### src/rtl/rbcp_reg_responder_if.sv
// rbcp_reg_responder_if: SiTCP RBCP slow-control bus (single-byte read/write with one-cycle ACK)
interface rbcp_reg_responder_if;
  logic [31:0] RBCP_ADDR;
  logic [7:0] RBCP_WD;
  logic RBCP_WE;
  logic RBCP_RE;
  logic RBCP_ACK;
  logic [7:0] RBCP_RD;
  modport master (output RBCP_ADDR, RBCP_WD, RBCP_WE, RBCP_RE, input RBCP_ACK, RBCP_RD);
  modport slave (input RBCP_ADDR, RBCP_WD, RBCP_WE, RBCP_RE, output RBCP_ACK, RBCP_RD);
endinterface

### src/rtl/rbcp_reg_responder.sv
// rbcp_reg_responder: RBCP register-file responder; define RBCP_SNAPSHOT_EN for coherent STATUS_IN reads
module rbcp_reg_responder #(
  parameter logic [31:0] BASE_ADDR = 32'h0000_0000,
  parameter logic [7:0] ID_CODE = 8'hA5
) (
  input logic CLK,
  input logic SYS_RSTn,
  rbcp_reg_responder_if.slave rbcp,
  input logic [31:0] STATUS_IN,
  output logic [63:0] CTRL_OUT,
  output logic [7:0] PULSE_OUT
);
  typedef enum logic [1:0] {IDLE, EXEC, ACK} state_t;
  state_t state_q, state_d;
  logic [4:0] off_q, off_d;
  logic [7:0] wd_q, wd_d, pulse_q, pulse_d, err_q, err_d, data_q, data_d, rd_q, rd_d, rdata;
  logic wr_q, wr_d, ack_q, ack_d;
  logic [63:0] ctrl_q, ctrl_d;
  logic [31:0] status;
  logic hit, is_status;
  assign hit = rbcp.RBCP_ADDR[31:5] == BASE_ADDR[31:5];
  assign is_status = off_q[4:2] == 3'b011;
`ifdef RBCP_SNAPSHOT_EN
  logic [31:0] snap_q, snap_d;
  // 0x0C reads live and refreshes the snapshot; 0x0D-0x0F read the frozen copy
  assign status = off_q == 5'h0C ? STATUS_IN : snap_q;
  assign snap_d = state_q == EXEC && !wr_q && off_q == 5'h0C ? STATUS_IN : snap_q;
  always_ff @(posedge CLK) snap_q <= SYS_RSTn ? snap_d : '0;
`else
  assign status = STATUS_IN;
`endif
  assign rdata = off_q[4:3] == 2'b00 ? ctrl_q[{off_q[2:0], 3'b000} +: 8] :
                 off_q == 5'h09 ? ID_CODE :
                 is_status ? status[{~off_q[1:0], 3'b000} +: 8] :
                 off_q == 5'h10 ? err_q : 8'h00;
  always_comb begin
    state_d = state_q;
    off_d = off_q;
    wd_d = wd_q;
    wr_d = wr_q;
    ctrl_d = ctrl_q;
    err_d = err_q;
    data_d = data_q;
    pulse_d = '0;
    ack_d = 1'b0;
    rd_d = '0;
    case (state_q)
      IDLE: if ((rbcp.RBCP_WE || rbcp.RBCP_RE) && hit) begin
        state_d = EXEC;
        off_d = rbcp.RBCP_ADDR[4:0];
        wd_d = rbcp.RBCP_WD;
        wr_d = rbcp.RBCP_WE;
      end
      EXEC: begin
        state_d = ACK;
        data_d = wr_q ? 8'h00 : rdata;
        if (wr_q) begin
          if (off_q[4:3] == 2'b00) ctrl_d[{off_q[2:0], 3'b000} +: 8] = wd_q;
          if (off_q == 5'h08) pulse_d = wd_q;
          if (off_q == 5'h10) err_d = '0;
          else if ((off_q == 5'h09 || is_status) && err_q != 8'hFF) err_d = err_q + 8'd1;
        end
      end
      ACK: begin
        state_d = IDLE;
        ack_d = 1'b1;
        rd_d = data_q;
      end
      default: state_d = IDLE;
    endcase
  end
  always_ff @(posedge CLK) begin
    if (!SYS_RSTn) begin
      state_q <= IDLE;
      off_q <= '0;
      wd_q <= '0;
      wr_q <= 1'b0;
      ctrl_q <= '0;
      err_q <= '0;
      data_q <= '0;
      pulse_q <= '0;
      ack_q <= 1'b0;
      rd_q <= '0;
    end else begin
      state_q <= state_d;
      off_q <= off_d;
      wd_q <= wd_d;
      wr_q <= wr_d;
      ctrl_q <= ctrl_d;
      err_q <= err_d;
      data_q <= data_d;
      pulse_q <= pulse_d;
      ack_q <= ack_d;
      rd_q <= rd_d;
    end
  end
  assign rbcp.RBCP_ACK = ack_q;
  assign rbcp.RBCP_RD = rd_q;
  assign CTRL_OUT = ctrl_q;
  assign PULSE_OUT = pulse_q;
endmodule
### src/flat_wrapper.sv
// flat-port wrapper written by rule: the top's interface ports become plain ports
module rbcp_reg_responder_flat 
#(
  parameter logic [31:0] BASE_ADDR = 32'h0000_0000,
  parameter logic [7:0] ID_CODE = 8'hA5
)
  (CLK, SYS_RSTn, STATUS_IN, CTRL_OUT, PULSE_OUT, rbcp_RBCP_ADDR, rbcp_RBCP_WD, rbcp_RBCP_WE, rbcp_RBCP_RE, rbcp_RBCP_ACK, rbcp_RBCP_RD);
  rbcp_reg_responder_if rbcp_i ();
  input logic CLK;
  input logic SYS_RSTn;
  input logic [31:0] STATUS_IN;
  output logic [63:0] CTRL_OUT;
  output logic [7:0] PULSE_OUT;
  input wire logic [$bits(rbcp_i.RBCP_ADDR)-1:0] rbcp_RBCP_ADDR;
  input wire logic [$bits(rbcp_i.RBCP_WD)-1:0] rbcp_RBCP_WD;
  input wire logic [$bits(rbcp_i.RBCP_WE)-1:0] rbcp_RBCP_WE;
  input wire logic [$bits(rbcp_i.RBCP_RE)-1:0] rbcp_RBCP_RE;
  output wire logic [$bits(rbcp_i.RBCP_ACK)-1:0] rbcp_RBCP_ACK;
  output wire logic [$bits(rbcp_i.RBCP_RD)-1:0] rbcp_RBCP_RD;
  assign rbcp_i.RBCP_ADDR = rbcp_RBCP_ADDR;
  assign rbcp_i.RBCP_WD = rbcp_RBCP_WD;
  assign rbcp_i.RBCP_WE = rbcp_RBCP_WE;
  assign rbcp_i.RBCP_RE = rbcp_RBCP_RE;
  assign rbcp_RBCP_ACK = rbcp_i.RBCP_ACK;
  assign rbcp_RBCP_RD = rbcp_i.RBCP_RD;
  rbcp_reg_responder #(.BASE_ADDR(BASE_ADDR), .ID_CODE(ID_CODE)) u_core (.CLK(CLK), .SYS_RSTn(SYS_RSTn), .rbcp(rbcp_i), .STATUS_IN(STATUS_IN), .CTRL_OUT(CTRL_OUT), .PULSE_OUT(PULSE_OUT));
endmodule
### config.mk
export PLATFORM = sky130hd
export DESIGN_NAME = rbcp_reg_responder_flat
export DESIGN_NICKNAME = d
export VERILOG_FILES = /design/src/rtl/rbcp_reg_responder_if.sv /design/src/rtl/rbcp_reg_responder.sv /design/src/flat_wrapper.sv
export SDC_FILE = /design/constraint.sdc
export NUM_CORES = 1
export LEC_CHECK = 0
export BUFFER_PORTS_ARGS = -buffer_cell sky130_fd_sc_hd__buf_4
export CORE_MARGIN = 3
export CORE_UTILIZATION = 53
export CTS_BUF_LIST = sky130_fd_sc_hd__clkbuf_8 sky130_fd_sc_hd__clkbuf_16
export CTS_CLUSTER_SIZE = 8
export DETAILED_ROUTE_END_ITERATION = 6
export PLACE_DENSITY = 0.83
export SLEW_MARGIN = 20
export SYNTH_ARGS = -nofsm -noshare
export SYNTH_HDL_FRONTEND = slang
export SYNTH_SLANG_ARGS = --single-unit
### constraint.sdc
create_clock -name CLK -period 4.3 [get_ports CLK]
set_input_delay 0.86 -clock CLK [delete_from_list [all_inputs] [get_ports CLK]]
set_output_delay 0.86 -clock CLK [all_outputs]
set_load 0.05 [all_outputs]
## Word-level counts from Yosys, hierarchy flattened

Cells that the tools add are included.
Widths: inputs -> output; s select.

| word-level totals | value |
|---|---|
| flip-flop bits (word level) | 113 |
| input port bits | 76 |
| word-level logic and storage cells | 49 |

| operators by class | value |
|---|---|
| add/subtract/negate cells | 2 |
| equal/unequal tests | 8 |
| shift-type cells | 4 |
| muxes and demuxes | 11 |
| bitwise gates (word level) | 1 |
| reduce and logical (&&, ||, !) cells | 13 |

Operators with widths:

| cell | number |
|---|---|
| $bwmux 64 | 1 |
| $shift 8x8->64 const A | 1 |
| $shiftx 64x7->8 | 1 |
| $shiftx 8x8->64 | 1 |
| $mux 8 | 7 |
| $shiftx 32x6->8 | 1 |
| $logic_not 27->1 | 1 |
| $eq 5x4->1 const B | 2 |
| $add 8x1->8 const B | 1 |
| $ne 8x8->1 const B | 1 |
| $neg 6->8 | 1 |
| $reduce_and 3->1 | 2 |
| $eq 5x5->1 const B | 1 |
| $logic_not 2->1 | 2 |
| $pmux 2 s2 | 1 |
| $reduce_and 2->1 | 2 |
| $reduce_and 4->1 | 1 |
| $eq 3x2->1 const B | 1 |
| $eq 2x1->1 const B | 1 |
| $eq 2x2->1 const B | 1 |
| $logic_and 1x1->1 | 2 |
| $logic_or 1x1->1 | 2 |
| $mux 2 | 1 |
| $ne 2x1->1 const B | 1 |
| 3 further kinds | 3 |

## Depth between registers and ports, before layout

| depth | value |
|---|---|
| depth in word-level cells | 6 |
| mapped depth | 12 |
| depth with buffers taken out | 7 |

## Least setup slack after synthesis

Ideal clock, no wire load.

| path | value |
|---|---|
| path type | reg2reg |
| start | reg u_core.off_q[0] |
| end | reg u_core.ctrl_q[16] (netlist: u_core.CTRL_OUT[16]) |
| setup time | 0.128 ns |
| data arrival time | 2.882 ns |
| required time | 4.172 ns |
| setup slack | 1.290 ns |
| cell stages (with the launch flop) | 12 |
| buffers on the path | 4 |
| path through | dfxtp_1 > buf_2 > buf_1 > inv_1 > ha_1 > ha_1 > clkbuf_2 > inv_1 > or4_1 > buf_2 > mux2i_1 > nor2_1 |

| on the way | value |
|---|---|
| cells in the longest elaborated chain, start to end | 3 |

Ends and longest elaborated chain:

| element | RTL line | source |
|---|---|---|
| from (decl) | rbcp_reg_responder.sv:15 | `logic [4:0] off_q, off_d;` |
| from (signal assigned) | rbcp_reg_responder.sv:75 | `off_q <= '0;` |
| from (signal assigned) | rbcp_reg_responder.sv:86 | `off_q <= off_d;` |
| $neg 6->8 * | rbcp_reg_responder.sv:58 | `if (off_q[4:3] == 2'b00) ctrl_d[{off_q[2:0], 3'b000} +: 8] = wd_q;` |
| $shiftx 8x8->64 or $shift 8x8->64 (tied branches) | rbcp_reg_responder.sv:58 |  |
| $bwmux 64 * | rbcp_reg_responder.sv:58 |  |
| to (signal assigned) | rbcp_reg_responder.sv:89 | `ctrl_q <= ctrl_d;` |
| to (decl) | rbcp_reg_responder.sv:18 | `logic [63:0] ctrl_q, ctrl_d;` |

Every way passes the cells marked *; elsewhere a longest branch is shown, timed or not.
A chain may end at the register's enable or synchronous reset.

## Worst setup path after layout

| path | value |
|---|---|
| start | reg u_core.off_q[2] |
| end | reg u_core.ctrl_q[30] (netlist: u_core.CTRL_OUT[30]) |

Same word-level chain as after synthesis.

==> run_results.csv <==
group,metric,value,unit
outcome,outcome,"complete, no violations",
logic_synthesis,synthArstFlopShare,0,%
clock_tree,cts_buffer_depth,2,
sta,min_period_over_period,65.6,%
logic_synthesis,yosysSeqAreaShare,40.3,%
sta,postLayoutSetupSlackWorst,1480,ps
sta,hold_viol,0,
pwr,p_per_area,344,mW/mm2
sta,maxSlewHeadroom,38.7,%
pwr,irDropWorstVdd,198,uV
global_route,first_global_vias,5420,
worst_setup_path,r2r.worst_path.cells,7,
routing,drt_iter0_drc,466,
logic_synthesis,yosys_register_bits,113,
routing,vias,5512,
sta,tightest_slew,915,ps
logic_synthesis,synth_area_leaders,"dfxtp_1 (40%), mux2i_1 (11%), mux4_2 (6.8%)",
clock_tree,cts_tree,"yes",
finish,num_antenna_cells,0,
clock_tree,cts-root-buf,"clkbuf_8",
finish,fin_util,73.7,%
floorplan,die-area,0.0119,mm2
logic_synthesis,synth_cell_type_count,52,
logic_synthesis,synth_flop_cell,"dfxtp_1",
worst_setup_path,cp.required,4680,ps
clock_tree,cts_resized,0,
routing,ant_nets,0,
finish,n_fill_cell,683,
floorplan,core_region_area,0.0100,mm2
global_route,grt_max_degree,61,
job,maxCapViolCount,0,
place,dp_slack,1610,ps
sta,fmax,354,MHz
worst_setup_path,start_kind,"flop",
finish,area_growth,31.8,%
place,portBuffers,156,
global_route,grt_pass1_wl,27400,um
sta,whs,460,ps
logic_synthesis,synth_cells,596,
logic_synthesis,avgSynthCellArea,9.42,um2
floorplan,die_width,109,um
floorplan,initial_core_util,55.9,%
finish,final_layout_size_suffix_gt1_share,29.7,%
clock_tree,htreeDepth,4,
logic_synthesis,synth_top_area_share,40.3,%
clock_tree,ctsHoldBuffers,0,
floorplan,dieHeight,109,um
routing,routed_wl,17700,um
clock_tree,numCtsBuffers,17,
logic_synthesis,synth_area,0.00561,mm2
worst_setup_path,cp_max_fo,26,
worst_setup_path,r2r_start,"u_core.off_q[2]",
worst_hold_path,min_from,"u_core.data_q[6]",
logic_synthesis,synth-edff-count,0,
sta,tns,0,ps
finish,final_nets,819,
worst_setup_path,timing_worst_setup_path_type,"flop to flop",
routing,firstDrtPassIters,5,
worst_setup_path,crit_start,"u_core.off_q[2]",
routing,drcViolationCount,0,
clock_tree,worstSkewPairLatency,520,ps
global_route,grt.overflow.total,0,
routing,avgViaCountPerCell,6.26,
worst_setup_path,arrival,3200,ps
clock_tree,postCtsSetupBuffers,0,
worst_hold_path,min_path_cells,1,
logic_synthesis,ys_warn_count,0,
logic_synthesis,synth.net_count,679,
worst_setup_path,cp-end-kind,"flop",
sta,worst_clock_skew,7.59,ps
clock_tree,clkTransAtPathRegs,60,ps
floorplan,io_pins,157,
clock_tree,cts.sinks,113,
sta,timing.final.crit_period,2820,ps
worst_hold_path,hold_class,"flop to flop",
pwr,p_leak,3.01,nW
global_route,track_usage,30.0,%
sta,finalSetupViolations,0,
place,dpl.hpwl,12300,um
routing,wl_per_cell,20.2,um
sta,drv_slew,0,
place,gp_congestion,0.942,
floorplan,num_rows,36,
logic_synthesis,yosys.area.top_type,"dfxtp_1",
global_route,antenna_found_initial,0,
sta,rsz0062_at_grt,"false",
## placed cells by master (no fill, tap or decap), drive strengths merged, types with 3 or more instances in the layout
cell / synthesis / layout
a21boi: 4 / 4
a21oi: 33 / 33
a221o: 3 / 3
a311oi: 4 / 4
a31oi: 3 / 3
and2: 38 / 38
and3: 14 / 14
buf: 15 / 161
bufinv: 0 / 3
clkbuf: 26 / 21
clkinv: 0 / 4
dfxtp: 113 / 113
ha: 7 / 7
inv: 10 / 11
mux2: 3 / 3
mux2i: 59 / 59
mux4: 17 / 17
nand2: 34 / 34
nand2b: 6 / 6
nand3: 17 / 17
nand4: 28 / 28
nor2: 60 / 60
nor3: 8 / 8
nor3b: 4 / 4
nor4: 13 / 13
o211ai: 5 / 5
o21ai: 21 / 21
o221ai: 4 / 4
o22ai: 4 / 4
o31ai: 17 / 17
or4: 7 / 7
## per-layer routing
| metal | part of all wire (%) | routed length, um | global-route usage, % | vias up |
|---|---|---|---|---|
| met1 | 40 | 7020 | 38.3 | 2636 |
| li1 | - | - | - | 2498 |
| met5 | 0 | 0 | 0 | - |
| met3 | 8.6 | 1530 | 5.86 | 50 |
| met4 | 2.6 | 459 | 11.9 | 0 |
| met2 | 49 | 8730 | 49.8 | 328 |
## registers in the layout, indices dropped and copies added (netlist names)
register / flops
u_core.CTRL_OUT: 64
u_core.rbcp.RBCP_ACK: 1
u_core.state_q: 2
u_core.rbcp.RBCP_RD: 8
u_core.err_q: 8
u_core.wd_q: 8
u_core.data_q: 8
u_core.wr_q: 1
u_core.PULSE_OUT: 8
u_core.off_q: 5
## where the power goes
| group | switching, mW | internal, mW | leakage, nW | total, mW |
|---|---|---|---|---|
| Sequential | 0.00457 | 1.05 | 0.911 | 1.05 |
| Combinational | 0.0339 | 0.0527 | 1.81 | 0.0866 |
| Clock | 0.484 | 0.918 | 0.290 | 1.40 |
| Total | 0.522 | 2.02 | 3.01 | 2.54 |
## critical path, cell delays in order (launching register included)
cell	delay (ps)
dfxtp_1	300
buf_4	310
inv_1	130
ha_1	520
inv_1	190
or4_1	830
mux2i_1	310
nor2_1	70
## synthesized netlist by cell type, types with 4 or more instances
cell type / count
a21boi_0: 4
a21oi_1: 33
a311oi_1: 4
and2_1: 38
and3_1: 14
buf_2: 8
clkbuf_1: 25
dfxtp_1: 113
ha_1: 7
inv_1: 9
mux2i_1: 59
mux4_2: 17
nand2_1: 34
nand2b_1: 6
nand3_1: 17
nand4_1: 28
nor2_1: 60
nor3_1: 8
nor3b_1: 4
nor4_1: 9
nor4_4: 4
o211ai_1: 5
o21ai_0: 21
o221ai_1: 4
o22ai_1: 4
o31ai_1: 17
or4_1: 7
## path summary, 6_finish.rpt
path / end / slack [ps]
worst max-delay path: u_core.CTRL_OUT[30] / 1480
worst min-delay path: u_core.rbcp.RBCP_RD[6] / 460
worst max register to register: u_core.CTRL_OUT[30] / 1480
worst min register to register: u_core.rbcp.RBCP_RD[6] / 460
## per-stage QoR
stage / power, mW / instances / cell area (um2)
final: 2.54 / 880 / 7400
after global routing: 2.60 / 880 / 7400
after CTS: 2.54 / 879 / 7390
after detailed placement: 1.16 / 849 / 6800
after global placement: 1.16 / 849 / 6800
after floorplan: 1.10 / 596 / 5610
## logic make-up (layout without fill, tap and decap cells)
group / after synthesis / after routing / synth area share, %
flops: 113 / 113 / 40.3
simple gates: 241 / 241 / 24.1
buf+inv: 51 / 202 / 4.08
mux: 79 / 79 / 17.9
compound gates: 105 / 105 / 12.1
fa+ha+maj: 7 / 7 / 1.56
## final cells by class
cell class / count / area (um2) / share of cell area (%)
Tap cell: 133 / 166 / 2.25
Sequential cell: 113 / 2260 / 30.6
Inverter: 10 / 37.5 / 0.507
Clock buffer: 20 / 455 / 6.16
Clock inverter: 10 / 136 / 1.84
Timing Repair Buffer: 162 / 1220 / 16.4
Multi-Input combinational cell: 432 / 3120 / 42.2
Note: power is estimated with default switching activity, not from simulation.
